File: src/rtl/wshb_arbiter.sv
// Two-master Wishbone arbiter in front of the SDRAM controller.
// Master 0 (VGA reader) wins ties from IDLE; an owner keeps the bus until it drops cyc.
module wshb_arbiter #(
  parameter int DATA_W = 16,
  parameter int ADR_W  = 32
) (
  input  logic                  fpga_CLK_AUX,
  input  logic                  n_rst,

  input  logic                  m0_cyc,
  input  logic                  m0_stb,
  input  logic                  m0_we,
  input  logic [ADR_W-1:0]      m0_adr,
  input  logic [DATA_W-1:0]     m0_dat_w,
  input  logic [DATA_W/8-1:0]   m0_sel,
  output logic                  m0_ack,
  output logic                  m0_stall,
  output logic [DATA_W-1:0]     m0_dat_r,

  input  logic                  m1_cyc,
  input  logic                  m1_stb,
  input  logic                  m1_we,
  input  logic [ADR_W-1:0]      m1_adr,
  input  logic [DATA_W-1:0]     m1_dat_w,
  input  logic [DATA_W/8-1:0]   m1_sel,
  output logic                  m1_ack,
  output logic                  m1_stall,
  output logic [DATA_W-1:0]     m1_dat_r,

  output logic                  s_cyc,
  output logic                  s_stb,
  output logic                  s_we,
  output logic [ADR_W-1:0]      s_adr,
  output logic [DATA_W-1:0]     s_dat_w,
  output logic [DATA_W/8-1:0]   s_sel,
  input  logic                  s_ack,
  input  logic                  s_stall,
  input  logic [DATA_W-1:0]     s_dat_r,

  output logic [1:0]            grant,
  output logic [15:0]           sw_count
);

  typedef enum logic [1:0] {
    IDLE = 2'd0,
    OWN0 = 2'd1,
    OWN1 = 2'd2
  } state_t;

  state_t      state_q, state_d;
  logic [15:0] sw_count_q, sw_count_d;

  always_ff @(posedge fpga_CLK_AUX or negedge n_rst) begin
    if (!n_rst) begin
      state_q    <= IDLE;
      sw_count_q <= '0;
    end else begin
      state_q    <= state_d;
      sw_count_q <= sw_count_d;
    end
  end

  // No preemption: the owner is only replaced once its cyc is low.
  always_comb begin
    state_d = state_q;
    case (state_q)
      IDLE: begin
        if (m0_cyc)      state_d = OWN0;
        else if (m1_cyc) state_d = OWN1;
      end
      OWN0: begin
        if (!m0_cyc) state_d = m1_cyc ? OWN1 : IDLE;
      end
      OWN1: begin
        if (!m1_cyc) state_d = m0_cyc ? OWN0 : IDLE;
      end
      default: state_d = IDLE;
    endcase
  end

  always_comb begin
    sw_count_d = sw_count_q;
    if ((state_d != state_q) && (state_d != IDLE)) sw_count_d = sw_count_q + 16'd1;
  end

  // Acks are gated with the owner's cyc so a response landing after it let go is dropped.
  always_comb begin
    grant    = 2'b00;
    s_cyc    = 1'b0;
    s_stb    = 1'b0;
    s_we     = 1'b0;
    s_adr    = '0;
    s_dat_w  = '0;
    s_sel    = '0;
    m0_ack   = 1'b0;
    m0_stall = 1'b1;
    m0_dat_r = '0;
    m1_ack   = 1'b0;
    m1_stall = 1'b1;
    m1_dat_r = '0;
    case (state_q)
      OWN0: begin
        grant    = 2'b01;
        s_cyc    = m0_cyc;
        s_stb    = m0_stb;
        s_we     = m0_we;
        s_adr    = m0_adr;
        s_dat_w  = m0_dat_w;
        s_sel    = m0_sel;
        m0_ack   = m0_cyc & s_ack;
        m0_stall = s_stall;
        m0_dat_r = s_dat_r;
      end
      OWN1: begin
        grant    = 2'b10;
        s_cyc    = m1_cyc;
        s_stb    = m1_stb;
        s_we     = m1_we;
        s_adr    = m1_adr;
        s_dat_w  = m1_dat_w;
        s_sel    = m1_sel;
        m1_ack   = m1_cyc & s_ack;
        m1_stall = s_stall;
        m1_dat_r = s_dat_r;
      end
      default: ;
    endcase
  end

  assign sw_count = sw_count_q;

endmodule
File: config.mk
export PLATFORM = sky130hd
export DESIGN_NAME = wshb_arbiter
export DESIGN_NICKNAME = d
export VERILOG_FILES = /design/src/rtl/wshb_arbiter.sv
export SDC_FILE = /design/constraint.sdc
export NUM_CORES = 1
export LEC_CHECK = 0
export CORE_AREA = 2 2 91 93
export CTS_BUF_LIST = sky130_fd_sc_hd__clkbuf_4
export CTS_CLUSTER_SIZE = 20
export DETAILED_ROUTE_END_ITERATION = 16
export DIE_AREA = 0 0 93 95
export PLACE_DENSITY = 0.78
export SYNTH_ARGS = -nofsm -noshare
export SYNTH_HDL_FRONTEND = slang
export SYNTH_SLANG_ARGS = --single-unit
File: constraint.sdc
create_clock -name fpga_CLK_AUX -period 3.7 [get_ports fpga_CLK_AUX]
set_clock_uncertainty 0.2 [all_clocks]
set_input_delay 0.925 -clock fpga_CLK_AUX [delete_from_list [all_inputs] [get_ports fpga_CLK_AUX]]
set_output_delay 0.925 -clock fpga_CLK_AUX [all_outputs]
set_load 0.02 [all_outputs]
Word-level counts from Yosys, hierarchy flattened
Cells that the tools add are included.
- register bits after elaboration: 18
- input bits: 126
- output and inout bits: 107
- word-level logic and storage cells: 31
- add/sub/neg operators: 1
- equality and inequality tests: 3
- multiplexer cells: 20
- bitwise gates (word level): 2
- reductions and logical operators: 3
- operators by type and width (cell ; number):
    32-bit one-hot mux with 2 select lines ; 1
    16-bit 2-to-1 mux ; 2
    16-bit one-hot mux with 2 select lines ; 1
    16-bit by 1-bit adder with 16-bit output (second input constant) ; 1
    2-bit 2-to-1 mux ; 5
    2-bit one-hot mux with 2 select lines ; 2
    1-bit one-hot mux with 2 select lines ; 3
    2-bit one-hot mux with 3 select lines ; 1
    1-bit 2-to-1 mux ; 5
    1-bit AND ; 2
    2-bit by 1-bit == test with 1-bit output (second input constant) ; 1
    2-bit == test (second input constant) ; 1
    2-bit zero test ; 1
    2-bit inequality test ; 1
    2-bit nonzero test ; 1
    1-bit logical AND ; 1

Longest topological paths before layout
Gate-level depths: netlist of run 1.
- depth after elaboration: 5
- depth in mapped cells: 8
- mapped depth without buffers: 7

Least setup slack after synthesis of run 1
Ideal clock, no wire load.
- path type: reg2out
- from: register state_q[0]
- to: output port m1_dat_r[10]
- arrival time: 1642 ps
- required time: 2575 ps
- slack: 933 ps
- cell stages (with the launch flop): 7
- buffers on the path: 3
- cells stage by stage: dfrtp_1 inv_1 ha_1 buf_4 clkbuf_1 clkbuf_1 and2_1
- longest elaborated chain between the ends: 2
- ends and longest elaborated chain (item ; line ; text):
    from (decl) ; 50 ; state_t state_q, state_d;
    from (signal assigned) ; 58 ; state_q <= state_d;
    2-bit == test ; 101 ; case (state_q)
    16-bit 2-to-1 mux ; 101 ;
    to (decl) ; 28 ; output logic [DATA_W-1:0] m1_dat_r,
Every way passes these cells.

Final worst setup path of run 1
- from: register state_q[0]
- to: output port s_cyc
- longest elaborated chain between the ends: 2
- elaborated cells on any way between the ends: 3
- classes of those cells: eq/ne (2); mux (1)
- ends and longest elaborated chain (item ; line ; text):
    2-bit == test or 2-bit by 1-bit == test with 1-bit output (tied branches) ; 101 ;
    1-bit one-hot mux with 2 select lines * ; 101 ;
    to (decl) ; 30 ; output logic s_cyc,
Mark *: on every way between the ends. The rest lies on a longest branch, timed or not.

==> flow_metrics.py, run 1 <==
metrics = {
    "timing": {
        "relSlewSlack_pct": 46.5,
        "drv_slew": 0,
        "period_needed_ps": 3500,
        "max_freq_mhz": 286,
        "tightest_slew_ps": 799,
        "fin_ws_ps": 204,
        "hold_violations": 0,
        "setup_violations": 0,
        "period_share_pct": 94.5,
        "rsz0062_at_grt": "no",
        "totalNegativeSetupSlack_ps": 0,
    },
    "worst_setup_path": {
        "worst-setup-path-type": "flop to output pin",
        "cp.arrival_ps": 2370,
        "cpMaxStageDelayCell": "clkdlybuf4s50_1",
        "endpoint_kind": "output pin",
        "start_kind": "flop",
        "cp_top_family": "buffers and inverters",
        "critical_path.max_fanout": 27,
        "critPathRequiredTime_ps": 2570,
        "crit_chain": "inv_1 -> ha_2 -> buf_4 -> a22oi_1 -> nor2b_1 -> clkdlybuf4s50_1",
        "path_buf_inv": 3,
        "critPathMaxStageDelay_ps": 610,
    },
    "final_layout": {
        "fill_cells": 724,
        "syn_to_final_growth_pct": 118,
        "n_antenna_cell": 0,
        "final_util_pct": 57.8,
        "nets": 615,
        "drive_gt1_share_pct": 5.20,
    },
    "placement": {
        "port_buffers": 232,
        "dp_slack_ps": 261,
        "routabilityCongestion": 0.836,
        "dp_hpwl_mm": 7.98,
    },
    "clock_network": {
        "cts_sinks": 18,
        "cts_buffers": 3,
        "htreeDepth": 1,
        "clk_pin_slew_worst_paths_ps": 100,
        "clock_latency_ps": 300,
        "cts_tree": "yes",
        "ctsRootBufferMaster": "clkbuf_4",
        "cts_setup_buffers": 0,
        "cts_buffer_depth": 2,
    },
    "synthesis": {
        "ys.flop_type": "dfrtp_1",
        "synthArstFlopShare_pct": 100,
        "synth.most_common_cell": "nor2b_1",
        "synth_cells": 259,
        "ys_ff_latch": 18,
        "synth_edf_count": 0,
        "synth.area.top_cells": "dfrtp_1, a22oi_1, nor2b_1",
        "yosys-top-cells-count": "nor2b_1, a22oi_1, and2_1",
        "yosys_warnings": 0,
        "yosysSeqAreaShare_pct": 21.4,
        "synth.distinct_cells": 31,
        "synth_top_area_cell": "dfrtp_1",
        "syn_area_per_cell_um2": 8.12,
        "syn_nets": 392,
        "yosys.area.top_type_share_pct": 21.4,
        "syn_area_um2": 2100,
    },
    "route": {
        "firstDrtPassIters": 4,
        "met1_length_mm": 4.13,
        "route.met2.wl_mm": 4.92,
        "routedWlPerCell_um": 17.0,
        "routed_via_density": 4.70,
        "vias": 2755,
        "remaining_drc_errors": 0,
        "top_layer_used": "met5",
        "drt_iter0_drc": 108,
        "route.met3.wl_um": 816,
        "ant_nets": 0,
        "routed_wl_mm": 9.98,
    },
    "floorplanning": {
        "dieArea_um2": 8840,
        "ios": 233,
        "rows": 33,
        "die_height_um": 95,
        "initial_utilization_pct": 26.5,
        "core_area_um2": 7930,
        "die_w_um": 93,
    },
    "global_routing": {
        "grt_pass1_vias": 2500,
        "track_usage_pct": 20.3,
        "grt_overflow_total": 0,
        "grt_pass1_wl_mm": 14.2,
        "grt_antenna_before_repair": 1,
        "grt_max_degree": 49,
    },
    "flow_run": {
        "drv_cap": 0,
    },
    "run_status": {
        "status": "finished, final reports clean",
    },
    "worst_hold_path": {
        "hp-class": "flop to flop",
    },
    "pwr": {
        "p_leak_uw": 0.00173,
        "irDropWorstVdd_mv": 0.424,
        "cellPowerDensity_nw_per_um2": 593,
        "total_power_uw": 2720,
    },
}
path summary, 6_finish.rpt:
| path | cells after the start | slack [ps] | from | endpoint |
|---|---|---|---|---|
| worst min-delay path | 1 | 270 | sw_count[15] | sw_count[15] |
| max in group asynchronous | 1 | 1930 | n_rst | sw_count[11] |
| worst max-delay path | 6 | 200 | state_q[0] | s_cyc |
| worst min register to register | 1 | 270 | sw_count[15] | sw_count[15] |
| min in group asynchronous | 1 | 880 | n_rst | sw_count[7] |
| worst max register to register | 8 | 1030 | state_q[1] | sw_count[1] |
cells in the final DEF (no fill, tap or decap), types with 2 or more instances in the layout:
master           Yosys  layout
clkdlybuf4s50_1      0     229
nor2b_1             56      56
a22oi_1             54      54
and2_1              32      32
dfrtp_1             18      18
xor2_1              15      15
nand3_1              7       7
buf_4                1       7
a21oi_1              6       6
nand2_1              6       6
nand2b_1             5       5
and3_1               5       5
ha_1                 7       5
inv_1                3       3
nand4_1              3       3
nor4b_2              3       3
clkbuf_4             0       3
o221ai_2             2       2
nor4_2               2       2
nor3b_1              2       2
nor3_1               2       2
ha_2                 0       2
buf_6                0       2
buf_12               0       2
per-stage QoR:
step	cells	cell area [µm²]	hold slack [ps]
after CTS	586	4580	273
after global placement	582	4550	259
after detailed placement	582	4550	256
after global routing	586	4580	308
after floorplan	259	2100	378
final	586	4580	271
worst register-to-register path: stages (launching register included):
cell and delay [ps]:
dfrtp_1 460, inv_1 190, ha_2 250, buf_6 260, o21ai_0 130, a41o_1 300, a22oi_4 380, nor2_2 90
mux2_1 320
registers in the layout, summed over array words and instances, names as in the netlist:
| signal | flops |
|---|---|
| sw_count | 16 |
| state_q | 2 |
cell families (layout without fill, tap and decap cells):
| group | Yosys count | count (layout) | share of synthesized area (%) |
|---|---|---|---|
| flops | 18 | 18 | 21.4 |
| fa+ha+maj | 7 | 7 | 4.17 |
| buf+inv | 25 | 247 | 4.70 |
| xor+xnor | 15 | 15 | 6.25 |
| compound gates | 66 | 66 | 24.3 |
| simple gates | 127 | 127 | 38.6 |
| mux | 1 | 1 | 0.536 |
where the power goes:
group | switching, µW | internal [µW] | leakage, µW
Clock | 62.2 | 39.4 | 0.0000154
Combinational | 1190 | 1120 | 0.00148
Sequential | 62.2 | 240 | 0.000238
Total | 1320 | 1400 | 0.00173
what timing repair did:
action	CTS	global route
setup endpoints to repair	0	11
gates resized for setup	0	2
hold buffers	0	0
routing by layer:
layer	GRT usage, %	up-vias
met5	0	-
met4	2.94	2
met3	5.03	11
met2	34.7	102
met1	26.5	1274
li1	-	1366
layout make-up:
class | instances | area (µm²) | share of cell area (%)
clock buffers | 3 | 22.5 | 0.491
clock inverters | 1 | 3.75 | 0.0819
inverters | 3 | 11.3 | 0.246
multi-input cells | 216 | 1560 | 34.0
flip-flops and latches | 18 | 450 | 9.83
well taps | 105 | 131 | 2.87
repair buffers | 240 | 2410 | 52.5
(Power assumes the default switching activity.)
==> run 2: changes to the inputs <==
SLEW_MARGIN = 20   (was default)
==> results of run 2 <==
No change in the layout: final DEF, timing and power equal those of run 1.
